**src/rtl/systolic_feeder_2x2.sv**
```systemverilog
// systolic_feeder_2x2
//
// Control and operand-sequencing front end for a 2x2 output-stationary
// systolic matrix-multiply array. One (A, B) job is accepted per handshake.
// The feeder clears the array accumulators and streams skewed operands into
// the array. It then runs the array with zero operands until the last
// products have landed, captures C = A x B, and holds C on a valid/ready
// result port.
//
// Ports
//   clk                  rising-edge clock
//   rst                  asynchronous active-low reset (0 = reset)
//   in_valid / in_ready  job handshake; in_ready is high only in IDLE
//   a_mat, b_mat         operands packed {X11,X10,X01,X00}, X00 in LSBs
//   arr_clr              accumulator clear to the array (never with arr_valid)
//   arr_valid            valid_in to the array
//   arr_a0/a1, arr_b0/b1 skewed operands to a_data0/1 and b_data0/1
//   arr_c00..arr_c11     accumulator outputs from the array
//   res_valid/res_ready  result handshake
//   res_mat              result packed {C11,C10,C01,C00}, held while res_valid
//   busy                 high whenever the feeder is not IDLE
//
// Every output is registered. The combinational process computes each
// output's value for the next cycle from the next state.

module systolic_feeder_2x2 #(
    parameter int WIDTH        = 8,
    parameter int DRAIN_CYCLES = 3
) (
    input  logic                 clk,
    input  logic                 rst,
    input  logic                 in_valid,
    output logic                 in_ready,
    input  logic [4*WIDTH-1:0]   a_mat,
    input  logic [4*WIDTH-1:0]   b_mat,
    output logic                 arr_clr,
    output logic                 arr_valid,
    output logic [WIDTH-1:0]     arr_a0,
    output logic [WIDTH-1:0]     arr_a1,
    output logic [WIDTH-1:0]     arr_b0,
    output logic [WIDTH-1:0]     arr_b1,
    input  logic [2*WIDTH-1:0]   arr_c00,
    input  logic [2*WIDTH-1:0]   arr_c01,
    input  logic [2*WIDTH-1:0]   arr_c10,
    input  logic [2*WIDTH-1:0]   arr_c11,
    output logic                 res_valid,
    input  logic                 res_ready,
    output logic [8*WIDTH-1:0]   res_mat,
    output logic                 busy
);

    // One counter serves both the 3 feed steps and the drain cycles.
    localparam int CNT_MAX = (DRAIN_CYCLES > 3) ? DRAIN_CYCLES : 3;
    localparam int CNT_W   = $clog2(CNT_MAX) + 1;

    typedef enum logic [2:0] {
        S_IDLE,
        S_CLEAR,
        S_FEED,
        S_DRAIN,
        S_DONE
    } state_t;

    state_t             state, state_nxt;
    logic [CNT_W-1:0]   cnt, cnt_nxt;
    logic               load;

    logic [4*WIDTH-1:0] a_q, b_q;
    logic [WIDTH-1:0]   a00, a01, a10, a11, b00, b01, b10, b11;

    logic               in_ready_nxt, arr_clr_nxt, arr_valid_nxt;
    logic               res_valid_nxt, busy_nxt;
    logic [WIDTH-1:0]   arr_a0_nxt, arr_a1_nxt, arr_b0_nxt, arr_b1_nxt;
    logic [8*WIDTH-1:0] res_mat_nxt;

    assign a00 = a_q[WIDTH-1:0];
    assign a01 = a_q[2*WIDTH-1:WIDTH];
    assign a10 = a_q[3*WIDTH-1:2*WIDTH];
    assign a11 = a_q[4*WIDTH-1:3*WIDTH];
    assign b00 = b_q[WIDTH-1:0];
    assign b01 = b_q[2*WIDTH-1:WIDTH];
    assign b10 = b_q[3*WIDTH-1:2*WIDTH];
    assign b11 = b_q[4*WIDTH-1:3*WIDTH];

    // Operand capture is pure data: it needs no reset because it is only
    // read after a job has been accepted.
    always_ff @(posedge clk) begin
        if (load) begin
            a_q <= a_mat;
            b_q <= b_mat;
        end
    end

    always_comb begin
        state_nxt     = state;
        cnt_nxt       = cnt;
        load          = 1'b0;
        arr_clr_nxt   = 1'b0;
        arr_valid_nxt = 1'b0;
        arr_a0_nxt    = '0;
        arr_a1_nxt    = '0;
        arr_b0_nxt    = '0;
        arr_b1_nxt    = '0;
        res_valid_nxt = res_valid;
        res_mat_nxt   = res_mat;

        case (state)
            S_IDLE: begin
                if (in_valid && in_ready) begin
                    load        = 1'b1;
                    state_nxt   = S_CLEAR;
                    arr_clr_nxt = 1'b1;
                end
            end
            S_CLEAR: begin
                // Present the t=0 feed step on the next cycle.
                state_nxt     = S_FEED;
                cnt_nxt       = '0;
                arr_valid_nxt = 1'b1;
                arr_a0_nxt    = a00;
                arr_b0_nxt    = b00;
            end
            S_FEED: begin
                // cnt is the step currently on the outputs; compute the next one.
                arr_valid_nxt = 1'b1;
                if (cnt == CNT_W'(0)) begin
                    cnt_nxt    = CNT_W'(1);
                    arr_a0_nxt = a01;
                    arr_a1_nxt = a10;
                    arr_b0_nxt = b10;
                    arr_b1_nxt = b01;
                end else if (cnt == CNT_W'(1)) begin
                    cnt_nxt    = CNT_W'(2);
                    arr_a1_nxt = a11;
                    arr_b1_nxt = b11;
                end else begin
                    state_nxt = S_DRAIN;
                    cnt_nxt   = '0;
                end
            end
            S_DRAIN: begin
                if (cnt == CNT_W'(DRAIN_CYCLES - 1)) begin
                    state_nxt     = S_DONE;
                    res_valid_nxt = 1'b1;
                    res_mat_nxt   = {arr_c11, arr_c10, arr_c01, arr_c00};
                end else begin
                    cnt_nxt       = cnt + CNT_W'(1);
                    arr_valid_nxt = 1'b1;
                end
            end
            S_DONE: begin
                if (res_valid && res_ready) begin
                    state_nxt     = S_IDLE;
                    res_valid_nxt = 1'b0;
                end
            end
            default: begin
                state_nxt = S_IDLE;
            end
        endcase

        in_ready_nxt = (state_nxt == S_IDLE);
        busy_nxt     = (state_nxt != S_IDLE);
    end

    always_ff @(posedge clk or negedge rst) begin
        if (!rst) begin
            state     <= S_IDLE;
            cnt       <= '0;
            in_ready  <= 1'b1;
            arr_clr   <= 1'b0;
            arr_valid <= 1'b0;
            arr_a0    <= '0;
            arr_a1    <= '0;
            arr_b0    <= '0;
            arr_b1    <= '0;
            res_valid <= 1'b0;
            res_mat   <= '0;
            busy      <= 1'b0;
        end else begin
            state     <= state_nxt;
            cnt       <= cnt_nxt;
            in_ready  <= in_ready_nxt;
            arr_clr   <= arr_clr_nxt;
            arr_valid <= arr_valid_nxt;
            arr_a0    <= arr_a0_nxt;
            arr_a1    <= arr_a1_nxt;
            arr_b0    <= arr_b0_nxt;
            arr_b1    <= arr_b1_nxt;
            res_valid <= res_valid_nxt;
            res_mat   <= res_mat_nxt;
            busy      <= busy_nxt;
        end
    end

endmodule
```
**config.mk**
```make
export PLATFORM = sky130hd
export DESIGN_NAME = systolic_feeder_2x2
export DESIGN_NICKNAME = d
export VERILOG_FILES = /design/src/rtl/systolic_feeder_2x2.sv
export SDC_FILE = /design/constraint.sdc
export NUM_CORES = 1
export LEC_CHECK = 0
export CAP_MARGIN = 10
export CORE_ASPECT_RATIO = 1.25
export CORE_MARGIN = 2
export CORE_UTILIZATION = 35
export DETAILED_ROUTE_END_ITERATION = 8
export PLACE_DENSITY = 0.66
export SYNTH_ARGS = -nofsm -noshare
export SYNTH_HDL_FRONTEND = slang
export SYNTH_SLANG_ARGS = --single-unit
```
**constraint.sdc**
```tcl
create_clock -name clk -period 5.1 [get_ports clk]
set_clock_uncertainty 0.2 [all_clocks]
set_input_delay 1.02 -clock clk [delete_from_list [all_inputs] [get_ports clk]]
set_output_delay 1.02 -clock clk [all_outputs]
set_load 0.05 [all_outputs]
```
### Word level (Yosys, flattened, before mapping)

Index checks and enable logic that the tools add are counted.
W data, S select, Z words.

| word-level totals | value |
|---|---|
| ROM bits | 0 |
| word-level logic and storage cells | 63 |
| memories kept | 0 |
| RAM bits | 0 |
| latch bits | 0 |
| output and inout port bits | 101 |
| flip-flop bits (word level) | 171 |

| operators by class | value |
|---|---|
| add/subtract/negate cells | 1 |
| shift-type cells | 0 |
| order comparisons | 0 |
| div/mod/pow operators | 0 |
| equal/unequal tests | 9 |
| mux-type cells | 27 |
| bitwise logic cells | 0 |
| reduce and logical (&&, ||, !) cells | 12 |
| multipliers | 0 |

Operators by type and width:

| cell | number |
|---|---|
| $mux W8 | 8 |
| $pmux W8 S2 | 2 |
| $mux W3 | 6 |
| $pmux W3 S5 | 1 |
| $eq A3 B2 Y1 const B | 3 |
| $logic_not A3 Y1 | 3 |
| $pmux W3 S3 | 1 |
| $eq A3 B1 Y1 const B | 2 |
| $ne A2 B2 Y1 const B | 3 |
| $reduce_bool A3 Y1 | 2 |
| $mux W1 | 5 |
| $mux W2 | 2 |
| $pmux W1 S2 | 2 |
| $reduce_and A2 Y1 | 2 |
| $add A3 B1 Y3 const B | 1 |
| $eq A3 B3 Y1 const B | 1 |
| $reduce_and A3 Y1 | 1 |
| $logic_and A1 B1 Y1 | 2 |
| $reduce_bool A2 Y1 | 1 |
| $reduce_or A2 Y1 | 1 |

### Longest topological paths before layout

Gate-level depths: netlist of the first run.

| logic depth | value |
|---|---|
| depth in word-level cells | 5 |
| depth in mapped cells | 7 |

### Worst setup path after synthesis of the first run

OpenSTA, ideal clock, no wires.

| timing | value |
|---|---|
| path kind | input to register |
| start | in in_valid |
| end | reg a_q[0], enable pin |
| setup time | 0.418 ns |
| buffers on the path | 0 |
| path slack | 2.020 ns |
| arrival | 2.461 ns |
| required time | 4.482 ns |
| stages on the path | 2 |
| cell sequence | nand4b_1 -> inv_1 |

| between the ends | value |
|---|---|
| cells in the longest elaborated chain, start to end | 3 |

RTL lines:

| element | RTL line | RTL |
|---|---|---|
| from (decl) | 32 | `input logic in_valid,` |
| $logic_and A1 B1 Y1 | 109 | `if (in_valid && in_ready) begin` |
| $mux W1 (2 in a row) | -- |  |
| via arr_clr_nxt | 71 | `logic in_ready_nxt, arr_clr_nxt, arr_valid_nxt;` |
| to (signal assigned) | 89 | `a_q <= a_mat;` |
| to (decl) | 68 | `logic [4*WIDTH-1:0] a_q, b_q;` |

The timed path passes the listed nets, and every way through them passes these cells.
A chain may end at the register's enable or synchronous reset.

### Final worst setup path of the first run

| timing | value |
|---|---|
| start | reg in_ready |
| end | out in_ready |

RTL lines:

| element | RTL line | RTL |
|---|---|---|
| from (decl) | 33 | `output logic in_ready,` |
| from (signal assigned) | 183 | `in_ready <= in_ready_nxt;` |

No word-level cell between the ends.

==> results of run 1 <==
-- placed cells by master, fill, tap and decap left out, drive strengths merged, types with 4 or more instances in the layout --
cell type / netlist / layout
clkdlybuf4s50: 0 / 231
dfrtp: 106 / 106
edfxtp: 64 / 64
mux2: 64 / 64
a22o: 32 / 32
clkbuf: 1 / 18
inv: 4 / 9
nor2: 6 / 6
nand2: 5 / 5
buf: 17 / 5
clkinv: 0 / 5
ha: 4 / 4
-- state kept, by name (all words and copies together) (netlist names) --
name and flops:
arr_b0 8, in_ready 1, res_mat 64, b_q 32
arr_a1 8, a_q 32, arr_valid 1, busy 1
arr_a0 8, res_valid 1, arr_clr 1, cnt 3
arr_b1 8, state 3
-- layer usage --
metal / track usage [%] / part of all wire (%)
met1: 17.0 / 38
met5: 0 / 0
met3: 5.71 / 9.1
met2: 24.9 / 51
met4: 6.06 / 2.0
-- power groups by stage --
stage	clock, uW	sequential [uW]	combinational (uW)
3_3_place_gp	0	2070	3100
3_5_place_dp	0	2090	3130
2_1_floorplan	0	3380	782
5_1_grt	1420	2120	3250
6_report	1320	2060	3100
4_1_cts	1360	2070	3140
-- how the worst max path moves through the flow --
stage | end | slack [ps] | cells past startpoint
after floorplan | a_q[0] | 2020 | 2
after global placement | a_q[14] | 1980 | 4
after detailed placement | a_q[14] | 1910 | 4
after CTS | in_ready | 2110 | 1
after global routing | in_ready | 2090 | 1
final | in_ready | 2130 | 1
-- cell families after synthesis --
| family | count (synthesis) | synth area share (%) |
|---|---|---|
| DFF | 171 | 73.5 |
| muxes | 65 | 14.6 |
| AOI/OAI and AO/OA | 46 | 6.07 |
| and+or+nand+nor | 27 | 2.52 |
| buffers and inverters | 22 | 2.54 |
| adders and majority gates | 4 | 0.799 |
-- through the flow --
stage	power [uW]	setup WS, ps	cell area, um2	std cells	hold WS [ps]
finish	6490	2130	9370	809	264
global route	6780	2090	9370	809	283
CTS	6570	2110	9370	809	268
detailed placement	5220	1910	8750	777	254
global placement	5170	1980	8750	777	248
floorplan	4160	2020	6260	335	243
-- layout make-up --
cell class	instances	area [um2]	area share [%]
clock buffers	18	439	4.69
clock inverters	14	181	1.94
inverters	4	15.0	0.160
multi-input cells	142	1500	16.0
flip-flops and latches	171	4600	49.1
well taps	224	280	2.99
repair buffers	236	2350	25.1
==> run_results.csv, run 1 <==
group,metric,value,unit
hold_path,holdPathStages,1,
final_layout,post-route-util,53.5,%
sta,min_period_over_period,58.2,%
hold_path,hp-class,"register to register",
final_layout,fillers,1406,
power,clkPwrFrac,20.4,%
floorplan,start_util,35.8,%
clocking,htree_levels,4,
power,max-vdd-ir-drop,0.262,mV
drt,first_pass_iters,4,
clocking,postCtsSetupBuffers,0,
hold_path,hp-start,"b_q[22]",
global_route,grt_antenna_before_repair,0,
sta,hold_viol,0,
final_layout,diodes,0,
placement,dp_hpwl,9.85,mm
logic_synthesis,yosys_warnings,0,
final_layout,drive_gt1_share,17.9,%
logic_synthesis,synth_edf_count,64,
drt,wirelength,13.8,mm
outcome,status,"complete, no violations",
setup_path,critPathBufInv,1,
sta,slew_viol_final,0,
setup_path,r2r_end,"res_mat[9]",
floorplan,fp.coreArea,17500,um2
logic_synthesis,async_reset_ff_share,62.6,%
sta,finalSetupViolCount,0,
setup_path,start_kind,"register",
logic_synthesis,netlist_top_cells_count,"106 x dfrtp_1, 64 x edfxtp_1, 49 x mux2_4",
flow_run,drv_cap,0,
logic_synthesis,yosysMostFrequentCell,"dfrtp_1",
setup_path,path_cells,"clkdlybuf4s50_1",
clocking,cts.hold.buffers_added,0,
logic_synthesis,ys_seq_area_share,73.5,%
power,cellInternalPower,3810,uW
clocking,max-clock-path-buffers,2,
placement,numPortBuffers,232,
floorplan,die_w,124,um
sta,tns,0,ps
logic_synthesis,yosys.area.top_type_share,42.4,%
power,leakagePower,0.00389,uW
clocking,clock_latency,420,ps
global_route,grt_start_max_net_pins,66,
drt,drtAntennaViolNets,0,
floorplan,pin_count,233,
global_route,grt_pass1_wl,21.4,mm
drt,drt-initial-drc-count,124,
sta,worstMarginPinSlew,1170,ps
sta,period_minus_slack,2970,ps
clocking,cts.sinks,171,
setup_path,worstSetupEndpointType,"output pin",
setup_path,crit_type,"register to output pin",
setup_path,cp.arrival,1750,ps
drt,drc_errors,0,
power,pwr-share-comb,47.8,%
logic_synthesis,dominantRegCellSynth,"dfrtp_1",
setup_path,path_delay_family,"buffers and inverters",
power,p_switching,2680,uW
final_layout,num-nets-final,708,
sta,maxSlewHeadroom,21.9,%
placement,routabilityCongestion,0.741,
sta,clock.fmax,337,MHz
logic_synthesis,synth_seq_cells,171,
clocking,cts_buffers,17,
floorplan,fp.dieH,154,um
drt,via_per_inst,4.63,
drt,wire_per_inst,17.1,um
setup_path,cpPeakStageDelay,800,ps
logic_synthesis,synth_area_leaders,"dfrtp_1 42%, edfxtp_1 31%, mux2_4 12%, a22o_1 4.5%, mux2_2 2.7%",
clocking,root_buffer,"clkbuf_16",
drt,vias,3748,
clocking,ctsResizeCount,0,
logic_synthesis,yosys.area.top_type,"dfrtp_1",
global_route,grt_pass1_vias,4096,
logic_synthesis,synth_cell_types,37,
setup_path,reg2reg_depth,5,
global_route,grt_util_all_layers,14.9,%
setup_path,path_max_fanout,2,
floorplan,fp.dieArea,19000,um2
final_layout,syn_to_final_growth,49.6,%
clocking,cts_tree,"built",
floorplan,std_cell_rows,54,
power,p_per_area,692,nW/um2
setup_path,reg2reg_setup_slack,2480,ps
setup_path,worstSetupStartpoint,"in_ready",
setup_path,cpMaxStageDelayCell,"clkdlybuf4s50_1",
clocking,clkTransAtPathRegs,70,ps
hold_path,whs_endpoint,"arr_b0[6]",
logic_synthesis,avgSynthCellArea,18.7,um2
logic_synthesis,syn-num-nets,471,
logic_synthesis,mappedNetlistArea,6260,um2
setup_path,r2r-start,"cnt[0]",
setup_path,required,3880,ps
power,seq_power_share,31.8,%
logic_synthesis,syn_inst,335,
global_route,grt.overflow.total,0,
sta,rsz0062_at_grt,"no",
power,switching_share,41.3,%
No activity file was read; power rests on OpenSTA's default activity.
==> inputs of run 2 (changes only) <==
- PLACE_DENSITY: 0.66 -> 0.68
- clock period: 5.1 -> 2.5 ns (I/O delays scaled with it)
==> run 2 against run 1 <==
  * Sequential cell count unchanged
  * Total power increased by 100%
  * Worst hold slack got worse by 0.61 ps
  * Register-to-register slack got worse by 2100 ps
  * Critical path depth unchanged
  * First-iteration DRC count increased by 2.4%
  * Final area increased by 0.59%
  * Critical path type unchanged
  * Highest routed layer unchanged
==> run_results.csv, run 2 (same netlist as run 1, synthesis figures left out) <==
group,metric,value,unit
final_layout,syn_to_final_growth,50.5,%
global_route,grt_antenna_before_repair,0,
sta,holdWs,263,ps
final_layout,final_common_cell,"clkdlybuf4s50_1",
sta,clock.fmax,422,MHz
final_layout,instances_no_fill,814,
drt,first_pass_iters,4,
setup_path,worstSetupEndpointType,"output pin",
floorplan,die_w,124,um
global_route,grt_pass1_vias,4034,
drt,vias,3784,
floorplan,fp.coreArea,17500,um2
placement,dp_hpwl,9.67,mm
clocking,cts.sinks,171,
floorplan,start_util,35.8,%
floorplan,pin_count,233,
floorplan,std_cell_rows,54,
floorplan,fp.dieArea,19000,um2
clocking,postCtsSetupBuffers,0,
placement,dp_cells,781,
clocking,htree_levels,4,
clocking,cts_buffers,17,
final_layout,mostFrequentLayoutCells,"230 x clkdlybuf4s50_1, 106 x dfrtp_1, 64 x edfxtp_1",
sta,min_period_over_period,94.7,%
setup_path,cpMaxStageDelayCell,"clkdlybuf4s50_1",
setup_path,required,1800,ps
final_layout,top_register,"res_mat",
final_layout,post-route-util,53.9,%
setup_path,start_kind,"register",
drt,wire_per_inst,16.6,um
drt,drt-initial-drc-count,127,
clocking,clkTransAtPathRegs,60,ps
clocking,clock_latency,420,ps
global_route,grt.overflow.total,0,
placement,numPortBuffers,232,
sta,maxSlewHeadroom,58.5,%
outcome,status,"complete, no violations",
power,p_per_area,1400,nW/um2
setup_path,crit_type,"register to output pin",
setup_path,path_cells,"clkdlybuf4s50_1",
final_layout,num-nets-final,713,
setup_path,critPathBufInv,1,
placement,routabilityCongestion,0.760,
floorplan,fp.dieH,154,um
drt,wirelength,13.5,mm
sta,worstMarginPinSlew,622,ps
setup_path,path_max_fanout,4,
hold_path,hp-class,"register to register",
flow_run,drv_cap,0,
final_layout,drive_gt1_share,18.6,%
sta,rsz0062_at_grt,"no",
power,total_power,13200,uW
setup_path,cpPeakStageDelay,860,ps
clocking,cts_tree,"built",
setup_path,reg2reg_setup_slack,410,ps
drt,via_per_inst,4.65,
clocking,max-clock-path-buffers,2,
global_route,grt_util_all_layers,14.3,%
final_layout,largest_reg_flops,64,
global_route,grt_pass1_wl,20.7,mm
power,leakagePower,0.00392,uW
setup_path,reg2reg_depth,5,
sta,hold_viol,0,
power,max-vdd-ir-drop,0.536,mV
global_route,grt_start_max_net_pins,66,
drt,drtAntennaViolNets,0,
sta,period_minus_slack,2370,ps
final_layout,reg_top3,"res_mat: 64 flops, a_q: 32 flops, b_q: 32 flops",
sta,tns,0,ps
setup_path,worstSetupPathDepth,1,
sta,slew_viol_final,0,
clocking,root_buffer,"clkbuf_16",
setup_path,path_delay_family,"buffers and inverters",
hold_path,holdPathStages,1,
setup_path,cp.arrival,1670,ps
drt,drc_errors,0,
final_layout,diodes,0,
sta,finalSetupViolCount,0,
==> run 2: cell type report <==
class | count | area (um2)
inverters | 4 | 18.8
well taps | 224 | 280
clock buffers | 18 | 439
multi-input cells | 142 | 1500
flip-flops and latches | 171 | 4600
fillers | 1378 | 8080
clock inverters | 14 | 158
repair buffers | 241 | 2420
==> run 2: metal layers <==
layer	vias to the layer above	GRT usage, %	part of all wire, %
li1	1727	-	-
met1	1866	15.9	39
met2	171	24.3	50
met3	20	5.08	8.4
met5	-	0	0
met4	0	6.66	2.3
==> run 2: what timing repair did <==
item	4_1_cts	5_1_grt
endpoints found under the hold margin	30	0
resized for setup	0	0
hold buffers	1	0
setup endpoints to repair	0	0
==> run 2: path summary, 6_finish.rpt <==
check	end	startpoint
worst max-delay path	res_valid	res_valid
worst min-delay path	arr_b0[4]	b_q[20]
worst max register to register	res_mat[0]	cnt[0]
worst min register to register	arr_b0[4]	b_q[20]
max in group asynchronous	in_ready	rst
min in group asynchronous	res_mat[61]	rst
==> run 2: power by group <==
group	total [uW]	switching [uW]	leakage [uW]	internal [uW]
Clock	2640	1110	0.000295	1520
Sequential	4200	450	0.00188	3750
Combinational	6340	3840	0.00175	2500
==> run 2: stage by stage <==
step	worst slack, ps	instance area [um2]
CTS	106	9420
global placement	308	8820
detailed placement	294	8820
floorplan	128	6270
global route	75.3	9420
finish	133	9420
==> inputs of run 3 (changes only) <==
- CORE_MARGIN: 2 -> 1
- GPL_TIMING_DRIVEN: unset -> 0
==> run 3 against run 2 <==
  * Final cell count is 1.5% higher
  * Sequential share of layout area fell by 0.44 points
  * Worst hold slack lost 2.1 ps
  * Sequential cell count did not move
  * Critical path type unchanged
  * Total power is 0.76% higher
  * Die area is 2.9% lower
  * First-iteration DRC count is 19% higher
  * Final area up 0.93%
  * Non-clock buffer count rose by 11
==> run_results.csv, run 3 (same netlist as run 1, synthesis figures left out) <==
group,metric,value,unit
final_layout,num-nets-final,725,
placement,dp_hpwl,9.75,mm
setup_path,crit_type,"register to output pin",
clocking,clkTransAtPathRegs,70,ps
setup_path,cp.arrival,1650,ps
hold_path,hp-class,"register to register",
global_route,busiest_layer,"met2",
floorplan,pin_count,233,
power,clkPwrFrac,19.8,%
floorplan,start_util,35.8,%
final_layout,drive_gt1_share,19.9,%
final_layout,final_common_cell,"clkdlybuf4s50_1",
power,seq_power_share,31.3,%
global_route,grt.overflow.total,0,
sta,period_minus_slack,2350,ps
clocking,max-clock-path-buffers,2,
clocking,clock_latency,420,ps
outcome,status,"complete, no violations",
setup_path,path_delay_family,"buffers and inverters",
clocking,cts_buffers,17,
global_route,grt_antenna_before_repair,0,
drt,via_per_inst,4.60,
clocking,cts.sinks,171,
global_route,met3_usage,5.09,%
sta,maxSlewHeadroom,53.8,%
final_layout,mostFrequentLayoutCells,"230 x clkdlybuf4s50_1, 105 x dfrtp_1, 64 x edfxtp_1",
sta,finalSetupViolCount,0,
clocking,root_buffer,"clkbuf_16",
final_layout,postLayoutCellArea,9510,um2
placement,place_area,8890,um2
setup_path,start_kind,"register",
setup_path,required,1800,ps
sta,min_period_over_period,94.1,%
global_route,grt_start_max_net_pins,59,
sta,slew_viol_final,0,
global_route,grt_pass1_vias,4053,
drt,vias,3802,
power,cellInternalPower,7820,uW
final_layout,post-route-util,54.4,%
setup_path,worstSetupEndpointType,"output pin",
placement,numPortBuffers,232,
floorplan,fp.dieH,152,um
setup_path,path_max_fanout,4,
drt,drc_errors,0,
power,leakagePower,0.00397,uW
floorplan,std_cell_rows,54,
global_route,grt_pass1_wl,21.3,mm
sta,rsz0062_at_grt,"yes",
power,p_per_area,1400,nW/um2
final_layout,fillers,1382,
flow_run,drv_cap,0,
drt,wirelength,13.8,mm
setup_path,cpPeakStageDelay,850,ps
global_route,grt_util_all_layers,15.4,%
sta,tns,0,ps
sta,clock.fmax,425,MHz
drt,wire_per_inst,16.7,um
drt,drtAntennaViolNets,0,
final_layout,diodes,0,
drt,drt-initial-drc-count,151,
power,pwr-share-comb,48.9,%
clocking,htree_levels,4,
power,switching_share,41.1,%
setup_path,cpMaxStageDelayCell,"clkdlybuf4s50_1",
setup_path,path_cells,"clkdlybuf4s50_1",
power,p_switching,5450,uW
final_layout,syn_to_final_growth,51.9,%
floorplan,fp.coreArea,17500,um2
clocking,cts_tree,"built",
floorplan,fp.dieArea,18400,um2
sta,hold_viol,0,
final_layout,largest_reg_flops,64,
global_route,met2_usage,25.5,%
power,max-vdd-ir-drop,0.687,mV
drt,first_pass_iters,4,
floorplan,die_w,122,um
placement,routabilityCongestion,0.777,
clocking,postCtsSetupBuffers,0,
setup_path,critPathBufInv,1,
final_layout,top_register,"res_mat",
final_layout,reg_top3,"res_mat: 64 flops, a_q: 32 flops, b_q: 32 flops",
global_route,met1_usage,18.8,%
sta,worstMarginPinSlew,693,ps
## run 3: layout make-up
class	instances	area (um2)	share of cell area (%)
multi-input combinational	142	1510	15.9
timing repair buffer	234	2360	24.8
timing repair inverter	1	7.51	0.0789
clock inverter	14	158	1.66
tap	224	280	2.95
sequential	171	4600	48.4
inverter	4	18.8	0.197
clock buffer	18	429	4.51
buffer	18	150	1.58
## run 3: timing repair
action | in CTS | in global routing
hold buffers | 1 | 0
endpoints found under the setup margin | 66 | 65
resized for setup | 3 | 5
hold endpoints to repair | 48 | 0
gates cloned | 1 | 0
## run 3: power groups by stage
stage	registers [uW]	logic, uW	clock network [uW]
finish	4160	6490	2630
global route	4260	6800	2830
detailed placement	4200	6510	0
CTS	4160	6530	2700
floorplan	6890	1600	0
global placement	4180	6450	0
## run 3: worst paths after layout
kind,start,to,slack (ps),cells past startpoint
setup reg to reg,state[1],a_q[7],190,3
max in group asynchronous,rst,res_mat[5],890,3
min in group asynchronous,rst,arr_b1[4],480,2
hold reg to reg,b_q[19],arr_b0[3],260,1
setup / recovery,res_valid,res_valid,150,1
hold / removal,b_q[19],arr_b0[3],260,1
## run 3: metal layers
layer	up-vias	wire length, um
met1	1871	5660
met4	0	217
met2	161	6940
li1	1750	-
met3	20	980
met5	-	0
## run 3: through the flow
step	hold WS (ps)	cells	setup WS, ps	total power (uW)
global placement	244	791	-3400	10600
global route	284	826	-14.0	13900
finish	261	826	147	13300
floorplan	4.41	335	128	8490
detailed placement	249	792	-753	10700
CTS	265	826	49.6	13400
